`src/rtl/seg_mmio_if.sv`:
```
// seg_mmio_if: request/response MMIO bus between the bridge and the segment slave
interface seg_mmio_if;
  logic req_valid;
  logic req_ready;
  logic req_we;
  logic [31:0] req_addr;
  logic [31:0] req_wdata;
  logic [3:0] req_be;
  logic resp_valid;
  logic resp_ready;
  logic resp_err;
  modport master(output req_valid, req_we, req_addr, req_wdata, req_be, resp_ready,
                 input req_ready, resp_valid, resp_err);
  modport slave(input req_valid, req_we, req_addr, req_wdata, req_be, resp_ready,
                output req_ready, resp_valid, resp_err);
endinterface

```
`src/rtl/seg_mmio_slave.sv`:
```
// seg_mmio_slave: write-only MMIO slave driving six blinkable seven-segment digits
module seg_mmio_slave #(
  parameter logic [31:0] BASE_ADDR = 32'h0000_0000,
  parameter int BLINK_DIV = 25_000_000,
  parameter bit ACTIVE_LOW = 1'b1
) (
  input  logic clk,
  input  logic rst_n,
  seg_mmio_if.slave bus,
  output logic [6:0] hex0,
  output logic [6:0] hex1,
  output logic [6:0] hex2,
  output logic [6:0] hex3,
  output logic [6:0] hex4,
  output logic [6:0] hex5
);
  localparam int CW = BLINK_DIV > 2 ? $clog2(BLINK_DIV) : 1;
  localparam logic [0:0] IDLE = 1'b0;
  localparam logic [0:0] RESP = 1'b1;
  localparam logic [6:0] BLANK = ACTIVE_LOW ? 7'h7F : 7'h00;
  logic [0:0] st;
  logic err_q;
  logic [CW-1:0] cnt;
  logic phase, phase_n, wrap, acc, hit, err, wr;
  logic [2:0] idx;
  logic [5:0] dig [6];
  logic [5:0] dig_n [6];
  logic [6:0] hex_q [6];
  logic unused_bits;
  // Decoded glyph in {g,f,e,d,c,b,a} order; blank wins over the value, blink blanks on phase 1
  function automatic logic [6:0] seg(input logic [5:0] d, input logic ph);
    logic [6:0] s;
    case (d[3:0])
      4'h0: s = 7'h40;
      4'h1: s = 7'h79;
      4'h2: s = 7'h24;
      4'h3: s = 7'h30;
      4'h4: s = 7'h19;
      4'h5: s = 7'h12;
      4'h6: s = 7'h02;
      4'h7: s = 7'h78;
      4'h8: s = 7'h00;
      4'h9: s = 7'h10;
      4'hA: s = 7'h08;
      4'hB: s = 7'h03;
      4'hC: s = 7'h46;
      4'hD: s = 7'h21;
      4'hE: s = 7'h06;
      default: s = 7'h0E;
    endcase
    s = (d[4] || (d[5] && ph)) ? 7'h7F : s;
    return ACTIVE_LOW ? s : ~s;
  endfunction
  assign unused_bits = ^{bus.req_wdata[31:6], bus.req_be[3:1]};
  assign bus.req_ready = st == IDLE;
  assign bus.resp_valid = st == RESP;
  assign bus.resp_err = err_q;
  assign idx = bus.req_addr[4:2];
  assign hit = ((bus.req_addr & ~32'h1C) == BASE_ADDR) && idx <= 3'd5;
  assign err = !bus.req_we || !hit || |bus.req_addr[1:0];
  assign acc = bus.req_valid && st == IDLE;
  assign wr = acc && !err && bus.req_be[0];
  assign wrap = cnt == CW'(BLINK_DIV - 1);
  assign phase_n = phase ^ wrap;
  assign {hex5, hex4, hex3, hex2, hex1, hex0} = {hex_q[5], hex_q[4], hex_q[3], hex_q[2], hex_q[1], hex_q[0]};
  // Next digit state: the addressed digit takes the store data on an accepted hit
  always_comb begin
    for (int i = 0; i < 6; i++) dig_n[i] = (wr && idx == 3'(i)) ? bus.req_wdata[5:0] : dig[i];
  end
  // Handshake FSM with latched error flag
  always_ff @(posedge clk or negedge rst_n) begin
    if (!rst_n) begin
      st <= IDLE;
      err_q <= 1'b0;
    end else if (acc) begin
      st <= RESP;
      err_q <= err;
    end else if (st == RESP && bus.resp_ready) begin
      st <= IDLE;
      err_q <= 1'b0;
    end
  end
  // Free-running blink timer, independent of bus traffic
  always_ff @(posedge clk or negedge rst_n) begin
    if (!rst_n) begin
      cnt <= '0;
      phase <= 1'b0;
    end else begin
      cnt <= wrap ? '0 : cnt + 1'b1;
      phase <= phase_n;
    end
  end
  // Digit registers and segment pins; pins use next-state so a store shows with its response
  always_ff @(posedge clk or negedge rst_n) begin
    if (!rst_n) begin
      for (int i = 0; i < 6; i++) begin
        dig[i] <= 6'h10;
        hex_q[i] <= BLANK;
      end
    end else begin
      for (int i = 0; i < 6; i++) begin
        dig[i] <= dig_n[i];
        hex_q[i] <= seg(dig_n[i], phase_n);
      end
    end
  end
endmodule
```
`src/flat_wrapper.sv`:
```
// flat-port wrapper written by rule: the top's interface ports become plain ports
module seg_mmio_slave_flat 
#(
  parameter logic [31:0] BASE_ADDR = 32'h0000_0000,
  parameter int BLINK_DIV = 25_000_000,
  parameter bit ACTIVE_LOW = 1'b1
)
  (clk, rst_n, hex0, hex1, hex2, hex3, hex4, hex5, bus_req_valid, bus_req_we, bus_req_addr, bus_req_wdata, bus_req_be, bus_resp_ready, bus_req_ready, bus_resp_valid, bus_resp_err);
  seg_mmio_if bus_i ();
  input  logic clk;
  input  logic rst_n;
  output logic [6:0] hex0;
  output logic [6:0] hex1;
  output logic [6:0] hex2;
  output logic [6:0] hex3;
  output logic [6:0] hex4;
  output logic [6:0] hex5;
  input wire logic [$bits(bus_i.req_valid)-1:0] bus_req_valid;
  input wire logic [$bits(bus_i.req_we)-1:0] bus_req_we;
  input wire logic [$bits(bus_i.req_addr)-1:0] bus_req_addr;
  input wire logic [$bits(bus_i.req_wdata)-1:0] bus_req_wdata;
  input wire logic [$bits(bus_i.req_be)-1:0] bus_req_be;
  input wire logic [$bits(bus_i.resp_ready)-1:0] bus_resp_ready;
  output wire logic [$bits(bus_i.req_ready)-1:0] bus_req_ready;
  output wire logic [$bits(bus_i.resp_valid)-1:0] bus_resp_valid;
  output wire logic [$bits(bus_i.resp_err)-1:0] bus_resp_err;
  assign bus_i.req_valid = bus_req_valid;
  assign bus_i.req_we = bus_req_we;
  assign bus_i.req_addr = bus_req_addr;
  assign bus_i.req_wdata = bus_req_wdata;
  assign bus_i.req_be = bus_req_be;
  assign bus_i.resp_ready = bus_resp_ready;
  assign bus_req_ready = bus_i.req_ready;
  assign bus_resp_valid = bus_i.resp_valid;
  assign bus_resp_err = bus_i.resp_err;
  seg_mmio_slave #(.BASE_ADDR(BASE_ADDR), .BLINK_DIV(BLINK_DIV), .ACTIVE_LOW(ACTIVE_LOW)) u_core (.clk(clk), .rst_n(rst_n), .bus(bus_i), .hex0(hex0), .hex1(hex1), .hex2(hex2), .hex3(hex3), .hex4(hex4), .hex5(hex5));
endmodule
```
`config.mk`:
```
export PLATFORM = sky130hd
export DESIGN_NAME = seg_mmio_slave_flat
export DESIGN_NICKNAME = d
export VERILOG_FILES = /design/src/rtl/seg_mmio_if.sv /design/src/rtl/seg_mmio_slave.sv /design/src/flat_wrapper.sv
export SDC_FILE = /design/constraint.sdc
export NUM_CORES = 1
export LEC_CHECK = 0
export CORE_ASPECT_RATIO = 0.5
export CORE_MARGIN = 2
export CORE_UTILIZATION = 49
export CTS_BUF_LIST = sky130_fd_sc_hd__clkbuf_4
export DETAILED_ROUTE_END_ITERATION = 6
export PLACE_DENSITY = 0.79
export SLEW_MARGIN = 5
export SYNTH_ARGS = -nofsm -noshare
export SYNTH_HDL_FRONTEND = slang
export SYNTH_SLANG_ARGS = --single-unit
```
`constraint.sdc`:
```
create_clock -name clk -period 2.59 [get_ports clk]
set_input_delay 0.3885 -clock clk [delete_from_list [all_inputs] [get_ports clk]]
set_output_delay 0.3885 -clock clk [all_outputs]
set_load 0.05 [all_outputs]
```
== After elaboration in Yosys (flattened, before gate mapping) ==
Memories as Yosys holds them, arrays and structs flattened.
Index checks and enable logic that the tools add are counted.

* Register bits: 106
* Bits in read-only memories: 672
* Input bits: 73
* Output and inout port bits: 45
* Logic and storage cells: 80
* Memories: 6

* Add/sub/neg operators: 1
* Magnitude comparators: 1
* Eq/ne operators: 6
* Multiplexer cells: 16
* Bitwise operators: 2
* Reductions and logical operators: 32

{| class="wikitable"
|+ Memories
! memory !! words !! width !! read ports !! clocked after Yosys merged registers in !! write ports !! line !! RTL
|-
| (no name shown) || 16 || 7 || 1 || 0 || 0 || seg_mmio_slave.sv:33 || <nowiki>case (d[3:0])</nowiki>
|-
| (no name shown) || 16 || 7 || 1 || 0 || 0 || seg_mmio_slave.sv:33 ||
|-
| (no name shown) || 16 || 7 || 1 || 0 || 0 || seg_mmio_slave.sv:33 ||
|-
| (no name shown) || 16 || 7 || 1 || 0 || 0 || seg_mmio_slave.sv:33 ||
|-
| (no name shown) || 16 || 7 || 1 || 0 || 0 || seg_mmio_slave.sv:33 ||
|-
| (no name shown) || 16 || 7 || 1 || 0 || 0 || seg_mmio_slave.sv:33 ||
|}

{| class="wikitable"
|+ Operators with widths
! cell !! count
|-
| 7-bit 2-to-1 mux || 6
|-
| 6-bit 2-to-1 mux || 6
|-
| 32-bit logical NOT || 1
|-
| 25-bit by 1-bit adder with 25-bit output, second input constant || 1
|-
| 25-bit == test, second input constant || 1
|-
| 25-bit 2-to-1 mux || 1
|-
| 1-bit logical AND || 17
|-
| 1-bit logical OR || 8
|-
| 3-bit by 2-bit == test with 1-bit output, second input constant || 2
|-
| 3-bit == test, second input constant || 2
|-
| 3-bit by 1-bit == test with 1-bit output, second input constant || 1
|-
| 3-bit <= comparator, second input constant || 1
|-
| 1-bit logical NOT || 3
|-
| 3-bit logical NOT || 1
|-
| 1-bit 2-to-1 mux || 3
|-
| 2-bit nonzero test || 1
|-
| 2-bit OR reduction || 1
|-
| 1-bit inverter || 1
|-
| 1-bit bitwise XOR || 1
|}

== Logic depth before layout (Yosys ltp) ==
Gate-level depths: netlist (run 1).

* Word-level depth: 13
* Depth in mapped cells: 13
* Depth with buffers taken out: 10

== Least setup slack after synthesis (run 1) ==
No wires, ideal clock.

* Path type: reg-to-reg
* Start point: reg u_core.st (netlist: u_core.bus.resp_valid)
* End point: reg u_core.hex_q, in the netlist u_core.hex2[5]
* Setup time: 84 ps
* Data arrival time: 2858 ps
* Required time: 2506 ps
* Setup slack: -351 ps
* Cell stages (with the launch flop): 10
* Path buffers: 0
* Clock period less this slack: 2941 ps
* Path through: dfrtp_1 -> nand3b_1 -> nor4b_2 -> nand4_4 -> mux2i_1 -> inv_1 -> ha_1 -> nand2_2 -> o21ai_1 -> a221o_1

{| class="wikitable"
|+ RTL lines
! item !! line !! RTL
|-
| start, declared || seg_mmio_slave.sv:21 || <nowiki>logic [0:0] st;</nowiki>
|-
| start signal, assigned || seg_mmio_slave.sv:73 || <nowiki>st <= IDLE;</nowiki>
|-
| start signal, assigned || seg_mmio_slave.sv:76 || <nowiki>st <= RESP;</nowiki>
|-
| start signal, assigned || seg_mmio_slave.sv:79 || <nowiki>st <= IDLE;</nowiki>
|-
| end signal, assigned by index || seg_mmio_slave.sv:103 || <nowiki>hex_q[i] <= seg(dig_n[i], phase_n);</nowiki>
|-
| end, declared || seg_mmio_slave.sv:28 || <nowiki>logic [6:0] hex_q [6];</nowiki>
|}

==> reports/qor.txt, run 1 <==
Status = completed
Total CTS buffers = 9
Max Cap Viol = 0
Num rows = 28
DR WL/cell = 15.7 um
Worst hold path class = input pin to asynchronous set/reset pin
H-tree Lvls = 3
Synth area leaders = dfrtp_1, dfstp_2, ha_1
Hold Vio Cnt, Final = 0
Drc violations = 0
Synth unique cells = 62
FF-to-FF setup slack = 0.11 ns
Ports = 118
Max Fclk = 389 MHz
Net count after synthesis = 659
CP Launch Type = input pin
RSZ-0062 raised after global routing = yes
Placed Instances = 908
PwrDens = 330 mW/mm^2
Met1 WL = 6.55 mm
Final Power = 0.00279 W
Mean Syn Cell Area = 11.0 um^2
Worst slew margin = 63.3%
Fillers = 812
Max VDD drop = 0.242 mV
Via/cell ratio = 5.33
Ant. Diodes = 0
I/O Buffers = 88
Worst Path Required = 3.01 ns
Max-slew violations = 0
Core box area = 0.0119 mm^2
Die area = 0.0132 mm^2
Final Cell Area = 0.00847 mm^2
Met2 Routed Length = 7.44 mm
Worst reg2reg path startpoint = u_core.bus.resp_valid
Vias after detailed routing = 4971
Clock sink total = 106
Root Driver = clkbuf_4
First-pass GRT wire length = 24.1 mm
Area occupied by multi-input gates = 0.00338 mm^2
Final cell count without fillers = 933
Uppermost layer routed = met4
Clock slew at reported path FFs = 0.16 ns
Gr ovfl total = 0
Syn-to-layout area delta = 41.6%
Die Wd = 160 um
Ys async rst share = 100%
Yosys top cell area share = 24.3%
Fin nets = 879
Worst Reg-to-Reg Cells = 9
Clk_lat worst skew = 0.48 ns
Fin crit share = 99.3%
Cell taking the most area after synthesis = dfrtp_1
Arrival @ worst endpoint = 3.00 ns
Final core occ = 71.3%
Final min period = 2.57 ns
Share of cells above drive strength 1 = 35.8%
Area post-placement = 0.00820 mm^2
Clk_skew = 0.0157 ns
Drt total wl = 14.7 mm
# setup viols final = 0
Reg-to-Reg End = u_core.hex2[5]
Post-synthesis sequential area ratio = 45.3%
Gr usage total = 23.1%
DR pass1 iterations = 6
GPL Wtd Cong = 0.918
Final ANT Viol Nets = 0
Top post-synthesis cells by count = dfrtp_1, dfstp_2, nand2_1
Largest net degree at the start of global routing = 45
Seq. cell area = 0.00271 mm^2
CP Class = input pin to register
CP endpoint kind = register
CP max FO = 8
Ys flop type = dfrtp_1
CTS tree = yes
Register bit total from synthesis = 106
Measured slew at the worst slew-check pin = 0.551 ns
DRT iter0 DRCs = 235
Post-synth EDFFs = 0
Post-DP HPWL = 11.1 mm
Syn Inst Count = 543
Initial antenna violation count = 0
Yosys warnings = 0
Die Y = 82.1 um
Initial Util = 50.4%
Most numerous cell in the Yosys netlist = dfrtp_1
Setup_tns = 0 ns
Clock buffer depth = 2
Vias in the first global route = 5078
DR WL met3 = 473 um
Pleak = 4.02 nW
Synth Cell Area = 0.00598 mm^2
## layout make-up
type / instances / share of cell area [%]
Inverter: 32 / 1.48
Multi-Input combinational cell: 397 / 39.9
Clock inverter: 5 / 0.665
Clock buffer: 11 / 0.975
Tap cell: 165 / 2.44
Sequential cell: 106 / 32.0
Timing Repair Buffer: 217 / 22.5
## repair_timing
action / in CTS / in global routing
pin swaps: 0 / 8
gates resized for setup: 2 / 12
endpoints found under the hold margin: 17 / 0
hold buffers: 1 / 0
buffers inserted: 0 / 8
setup endpoints to repair: 5 / 31
## registers in the layout, indices dropped and copies added, names as in the netlist
register and count:
u_core.phase 1, u_core.hex4 7, u_core.hex3 7, u_core.dig 36
u_core.hex0 7, u_core.bus.resp_err 1, u_core.hex2 7, u_core.cnt 25
u_core.bus.resp_valid 1, u_core.hex5 7, u_core.hex1 7
## worst max-delay path by stage
| stage | endpoint | slack, ns | startpoint |
|---|---|---|---|
| floorplan | u_core.hex5[1] | -0.03 | bus_req_addr[17] |
| global placement | u_core.hex3[6] | -0.40 | bus_req_addr[17] |
| detailed placement | u_core.hex1[2] | -0.48 | bus_req_addr[17] |
| CTS | u_core.hex1[2] | 0.03 | bus_req_addr[17] |
| global route | u_core.hex1[5] | -0.05 | u_core.bus.resp_valid |
| finish | u_core.hex2[5] | 0.02 | bus_req_addr[15] |
## worst max-delay path, cell delays in order
cell	delay, ns
clkdlybuf4s50_1	0.40
or4_4	0.57
nor2_8	0.25
buf_4	0.17
nand4_4	0.14
mux2i_4	0.28
inv_2	0.09
ha_1	0.23
nand2_2	0.08
o21ai_1	0.06
a221o_1	0.34
## stage by stage
step / setup slack (ns) / hold slack (ns)
after global placement: -0.401 / 0.419
after global routing: -0.0533 / 0.442
after floorplan: -0.0337 / 0.0929
final: 0.0193 / 0.457
after CTS: 0.0298 / 0.410
after detailed placement: -0.484 / 0.417
## cell usage in the layout (no fill, tap or decap), types with 18 or more instances in the layout
cell type	instances
buf_4	123
clkdlybuf4s50_1	87
dfrtp_1	57
dfstp_2	48
nand2_1	43
nor2_1	42
ha_1	38
nand3_1	21
a21oi_1	20
mux2i_4	18
## layer usage
metal / global-route usage (%) / vias up
met5: 0 / -
met4: 7.39 / 0
met3: 4.40 / 15
met2: 41.8 / 80
met1: 28.7 / 2473
li1: - / 2403
## logic make-up after synthesis
family          share of synthesized area [%]
simple gates                             17.2
flops                                    45.3
compound gates                           11.7
mux                                      9.49
fa+ha+maj                                8.99
buf+inv                                  2.66
xor+xnor                                 4.56
## report_power, final
part / internal (W) / total (W) / switching, W
Combinational: 0.000114 / 0.000249 / 0.000135
Sequential: 0.00167 / 0.00167 / 0.00000548
Clock: 0.000318 / 0.000874 / 0.000556
Total: 0.00210 / 0.00279 / 0.000696
Power figures use the tool's default switching activity.
==> inputs of run 2 (changes only) <==
Settings changed: MAX_ROUTING_LAYER from default to met4.
==> run 2 against run 1 <==
Effect of this change: die area stayed put; clock power is 11% lower; cell count stayed put; first-iteration DRC count is 6.4% lower; largest cell class unchanged.
==> reports/qor.txt, run 2 (synthesis gave the netlist of run 1 again) <==
CP Class = input pin to register
CTS tree = yes
Post-DP HPWL = 11.2 mm
Hold Vio Cnt, Final = 0
Measured slew at the worst slew-check pin = 0.564 ns
Setup slack after layout = 0.0252 ns
Num rows = 28
DR pass1 iterations = 5
Largest net degree at the start of global routing = 43
H-tree Lvls = 3
DR WL/cell = 15.5 um
CP Launch Type = input pin
First-pass GRT wire length = 24.3 mm
Die Wd = 160 um
Share of cells above drive strength 1 = 35.8%
PwrDens = 319 mW/mm^2
I/O Buffers = 88
Max-slew violations = 0
Final ANT Viol Nets = 0
Top flop regs = u_core.dig: 36 flops, u_core.cnt: 25 flops
Top reg by flops = u_core.dig
Total CTS buffers = 9
Max VDD drop = 0.210 mV
Status = completed
Die area = 0.0132 mm^2
Clk_skew = 0.0162 ns
Gr ovfl total = 0
Placement Setup Slack = -0.498 ns
Pleak = 4.00 nW
Ant. Diodes = 0
Clock sink total = 106
Initial Util = 50.4%
Clock buffer depth = 2
Final min period = 2.56 ns
Gr usage total = 23.9%
Max Cap Viol = 0
Fin crit share = 99.0%
Root Driver = clkbuf_4
Core box area = 0.0119 mm^2
Most frequent cells in the layout = buf_4, clkdlybuf4s50_1, dfrtp_1
Hold slack = 0.434 ns
Via/cell ratio = 5.33
GPL Wtd Cong = 0.903
Worst slew margin = 62.3%
Initial antenna violation count = 0
Arrival @ worst endpoint = 2.97 ns
Clk_lat worst skew = 0.45 ns
Worst Path Required = 2.99 ns
Worst hold path class = input pin to asynchronous set/reset pin
Clock slew at reported path FFs = 0.17 ns
Drt total wl = 14.4 mm
Fillers = 838
Fin nets = 879
Commonest non-fill, non-tap cell in the layout = buf_4
RSZ-0062 raised after global routing = yes
Max reg flops = 36
Drc violations = 0
Ports = 118
Vias after detailed routing = 4974
Syn-to-layout area delta = 41.2%
Max Fclk = 390 MHz
DRT iter0 DRCs = 220
CP endpoint kind = register
Vias in the first global route = 5104
CP max FO = 8
# setup viols final = 0
Die Y = 82.1 um
-- run 2: changes by cell type in the layout (fill, tap and decap cells not counted), moves of 2 or more --
cell,delta
nor4_2,-2
clkbuf_4,-2
nor4_1,+2
a21oi_1,-2
a21oi_2,+2
-- run 2: layer usage --
metal	routed length (um)	GRT usage, %	up-vias
li1	-	-	2398
met1	6510	28.8	2459
met2	7250	42.6	101
met3	473	4.40	16
met4	180	6.04	0
met5	0	-	-
-- run 2: path summary, 6_finish.rpt --
path / from / to / slack [ns] / depth (start not counted)
max in group asynchronous: rst_n / u_core.hex5[2] / 1.37 / 3
min in group clk: u_core.dig[28] / u_core.dig[28] / 0.49 / 2
min reg2reg: u_core.dig[28] / u_core.dig[28] / 0.49 / 2
min: rst_n / u_core.dig[27] / 0.43 / 2
max reg2reg: u_core.bus.resp_valid / u_core.hex1[5] / 0.10 / 9
max: bus_req_addr[31] / u_core.hex3[5] / 0.03 / 10
-- run 2: critical path: stages --
cell             delay, ns
clkdlybuf4s50_1       0.40
or4_4                 0.57
nor2_8                0.25
nand4_4               0.23
mux2i_4               0.32
inv_2                 0.12
ha_4                  0.18
nand2_2               0.06
o21ai_0               0.11
a221o_1               0.33
-- run 2: layout make-up --
cell class | instances | area [um^2] | area share, %
multi-input cells | 397 | 3380 | 40.0
flip-flops and latches | 106 | 2710 | 32.1
repair buffers | 217 | 1900 | 22.5
well taps | 165 | 206 | 2.44
inverters | 32 | 125 | 1.48
clock buffers | 9 | 67.6 | 0.800
clock inverters | 7 | 51.3 | 0.607
-- run 2: where the power goes --
group | switching, W | internal (W)
sequential | 0.00000417 | 0.00167
clock | 0.000574 | 0.000204
combinational | 0.000133 | 0.000110
-- run 2: repair_timing --
| item | in CTS | in global routing |
|---|---|---|
| setup endpoints to repair | 0 | 20 |
| hold endpoints to repair | 14 | 0 |
| hold buffers | 1 | 0 |
| buffers inserted | 0 | 2 |
| resized for setup | 0 | 13 |
-- run 2: metrics by stage --
| step | TNS, ns | std cells | total power (W) | utilization, % | instance area [um^2] |
|---|---|---|---|---|---|
| after floorplan | -0.0948 | 543 | 0.00176 | - | 6210 |
| after global placement | -14.70 | 914 | 0.00193 | 69.4 | 8250 |
| after detailed placement | -17.08 | 914 | 0.00194 | 69.4 | 8250 |
| after CTS | 0 | 931 | 0.00273 | 70.5 | 8370 |
| after global routing | -0.0446 | 933 | 0.00280 | 71.1 | 8450 |
| final | 0 | 933 | 0.00269 | 71.1 | 8450 |
==> inputs of run 3 (changes only) <==
Settings changed: CORE_UTILIZATION 49 to 47, CTS_BUF_LIST sky130_fd_sc_hd__clkbuf_4 to default, CTS_CLUSTER_DIAMETER from default to 150, PLACE_DENSITY 0.79 to 0.77.
==> run 3 against run 2 <==
Effect of this change: clock skew is 0.0059 ns lower; die area is 4.1% higher; clock power is 98% higher; the run now ends with negative setup slack left; highest routed layer unchanged; hold slack worse by 0.43 ns; critical path type unchanged; largest cell class unchanged; clock-buffer cell count is 2 higher; critical path depth is 2 higher.
==> reports/qor.txt, run 3 (synthesis gave the netlist of run 1 again) <==
Status = finished with violations
Violations in the final reports = negative setup slack
Die Y = 83.8 um
Hold Vio Cnt, Final = 0
CP endpoint kind = register
CP Launch Type = input pin
Initial antenna violation count = 0
Fin nets = 890
Max Cap Viol = 0
Clock sink total = 106
Ant. Diodes = 0
Via/cell ratio = 5.41
Fin crit share = 104%
Gr ovfl total = 0
Worst slew margin = 64.2%
Hold slack = 0.000492 ns
Max-slew violations = 0
Clk_lat worst skew = 0.36 ns
DRT iter0 DRCs = 286
CP max FO = 8
Total CTS buffers = 9
PwrDens = 385 mW/mm^2
Core box area = 0.0126 mm^2
# setup viols final = 5
Worst Path Required = 2.87 ns
Placed Instances = 904
Area post-placement = 0.00813 mm^2
Clk_skew = 0.0103 ns
Arrival @ worst endpoint = 2.98 ns
Final min period = 2.69 ns
Fillers = 816
Die area = 0.0137 mm^2
I/O Buffers = 88
Die Wd = 164 um
RSZ-0062 raised after global routing = yes
H-tree Lvls = 3
DR WL/cell = 16.7 um
Max Fclk = 371 MHz
Max reg flops = 36
Vias in the first global route = 5148
Most frequent cells in the layout = buf_4, clkdlybuf4s50_1, dfrtp_1
Drt total wl = 15.8 mm
Final Cell Area = 0.00897 mm^2
Post-DP HPWL = 10.6 mm
Commonest non-fill, non-tap cell in the layout = buf_4
Num rows = 29
Final Power = 0.00345 W
Measured slew at the worst slew-check pin = 0.536 ns
Syn-to-layout area delta = 49.9%
Final ANT Viol Nets = 0
CTS tree = yes
Gr usage total = 23.4%
Largest net degree at the start of global routing = 48
Root Driver = clkbuf_16
First-pass GRT wire length = 24.8 mm
Pleak = 4.29 nW
Clock slew at reported path FFs = 0.07 ns
Ports = 118
Max VDD drop = 0.279 mV
CP Class = input pin to register
DR pass1 iterations = 5
Clock buffer depth = 2
Top reg by flops = u_core.dig
Setup slack after layout = -0.103 ns
Worst hold path class = input pin to asynchronous set/reset pin
Drc violations = 0
Top flop regs = u_core.dig: 36 flops, u_core.cnt: 25 flops
Hold_buf cts = 0
Vias after detailed routing = 5134
Final cell count without fillers = 949
Final core occ = 71.5%
GPL Wtd Cong = 0.901
Initial Util = 47.7%
Share of cells above drive strength 1 = 39.9%
-- run 3: cell types whose count changed in the layout (fill, tap and decap cells not counted), moves of 3 or more --
cell	previous run	this run
nand2_1	44	41
clkbuf_16	0	9
o21ai_0	16	13
clkdlybuf4s50_1	87	75
ha_1	37	32
nor4_2	1	6
buf_6	1	9
clkbuf_4	9	0
nor4_1	7	2
ha_4	5	9
dlymetal6s2s_1	0	12
-- run 3: worst paths after layout --
| check | cells past startpoint | from | slack [ns] | end |
|---|---|---|---|---|
| max in group asynchronous | 2 | rst_n | 1.84 | u_core.hex0[6] |
| hold reg to reg | 1 | u_core.cnt[4] | 0.48 | u_core.cnt[4] |
| min in group clk | 1 | u_core.cnt[4] | 0.48 | u_core.cnt[4] |
| setup reg to reg | 10 | u_core.cnt[6] | 0.10 | u_core.hex2[0] |
| hold / removal | 1 | rst_n | 0.0005 | u_core.dig[26] |
| setup / recovery | 12 | bus_req_addr[19] | -0.10 | u_core.hex5[0] |
-- run 3: worst max-delay path, cell delays in order --
cell,delay [ns]
clkdlybuf4s50_1,0.40
nor4_1,0.35
and4_4,0.29
buf_12,0.14
and4_4,0.31
mux2_4,0.38
inv_6,0.10
ha_4,0.14
nor2_1,0.04
a21oi_1,0.20
o21ai_2,0.10
o21ai_1,0.13
-- run 3: metal layers --
layer / global-route usage, % / share of wire, % / wire length, um
met3: 3.78 / 3.0 / 477
met4: 7.02 / 1.7 / 263
met5: - / 0 / 0
met1: 29.4 / 44 / 7030
met2: 39.2 / 51 / 8040
-- run 3: cell type report --
| class | count | area (um^2) | area share, % |
|---|---|---|---|
| clock inverter | 5 | 85.1 | 0.948 |
| tap | 170 | 213 | 2.37 |
| inverter | 32 | 130 | 1.45 |
| sequential | 106 | 2710 | 30.3 |
| clock buffer | 11 | 253 | 2.82 |
| timing repair buffer | 228 | 2040 | 22.7 |
| multi-input combinational | 397 | 3540 | 39.4 |
-- run 3: through the flow --
| step | setup slack, ns | setup TNS [ns] |
|---|---|---|
| 6_report | -0.103 | -0.204 |
| 5_1_grt | -0.154 | -0.465 |
| 4_1_cts | -0.0322 | -0.103 |
| 3_5_place_dp | -0.472 | -16.40 |
| 3_3_place_gp | -0.412 | -14.80 |
| 2_1_floorplan | -0.0337 | -0.0948 |
-- run 3: where the power goes --
part	switching [W]	leakage, nW	internal, W
clock network	0.000631	0.162	0.000906
registers	0.00000396	1.29	0.00166
logic	0.000138	2.84	0.000106
total	0.000774	4.29	0.00268
-- run 3: repair_timing --
item | in CTS | in global routing
endpoints found under the hold margin | 0 | 0
resized for setup | 13 | 58
pin swaps | 8 | 23
setup endpoints to repair | 22 | 40
setup buffers | 15 | 12
gates cloned | 0 | 2
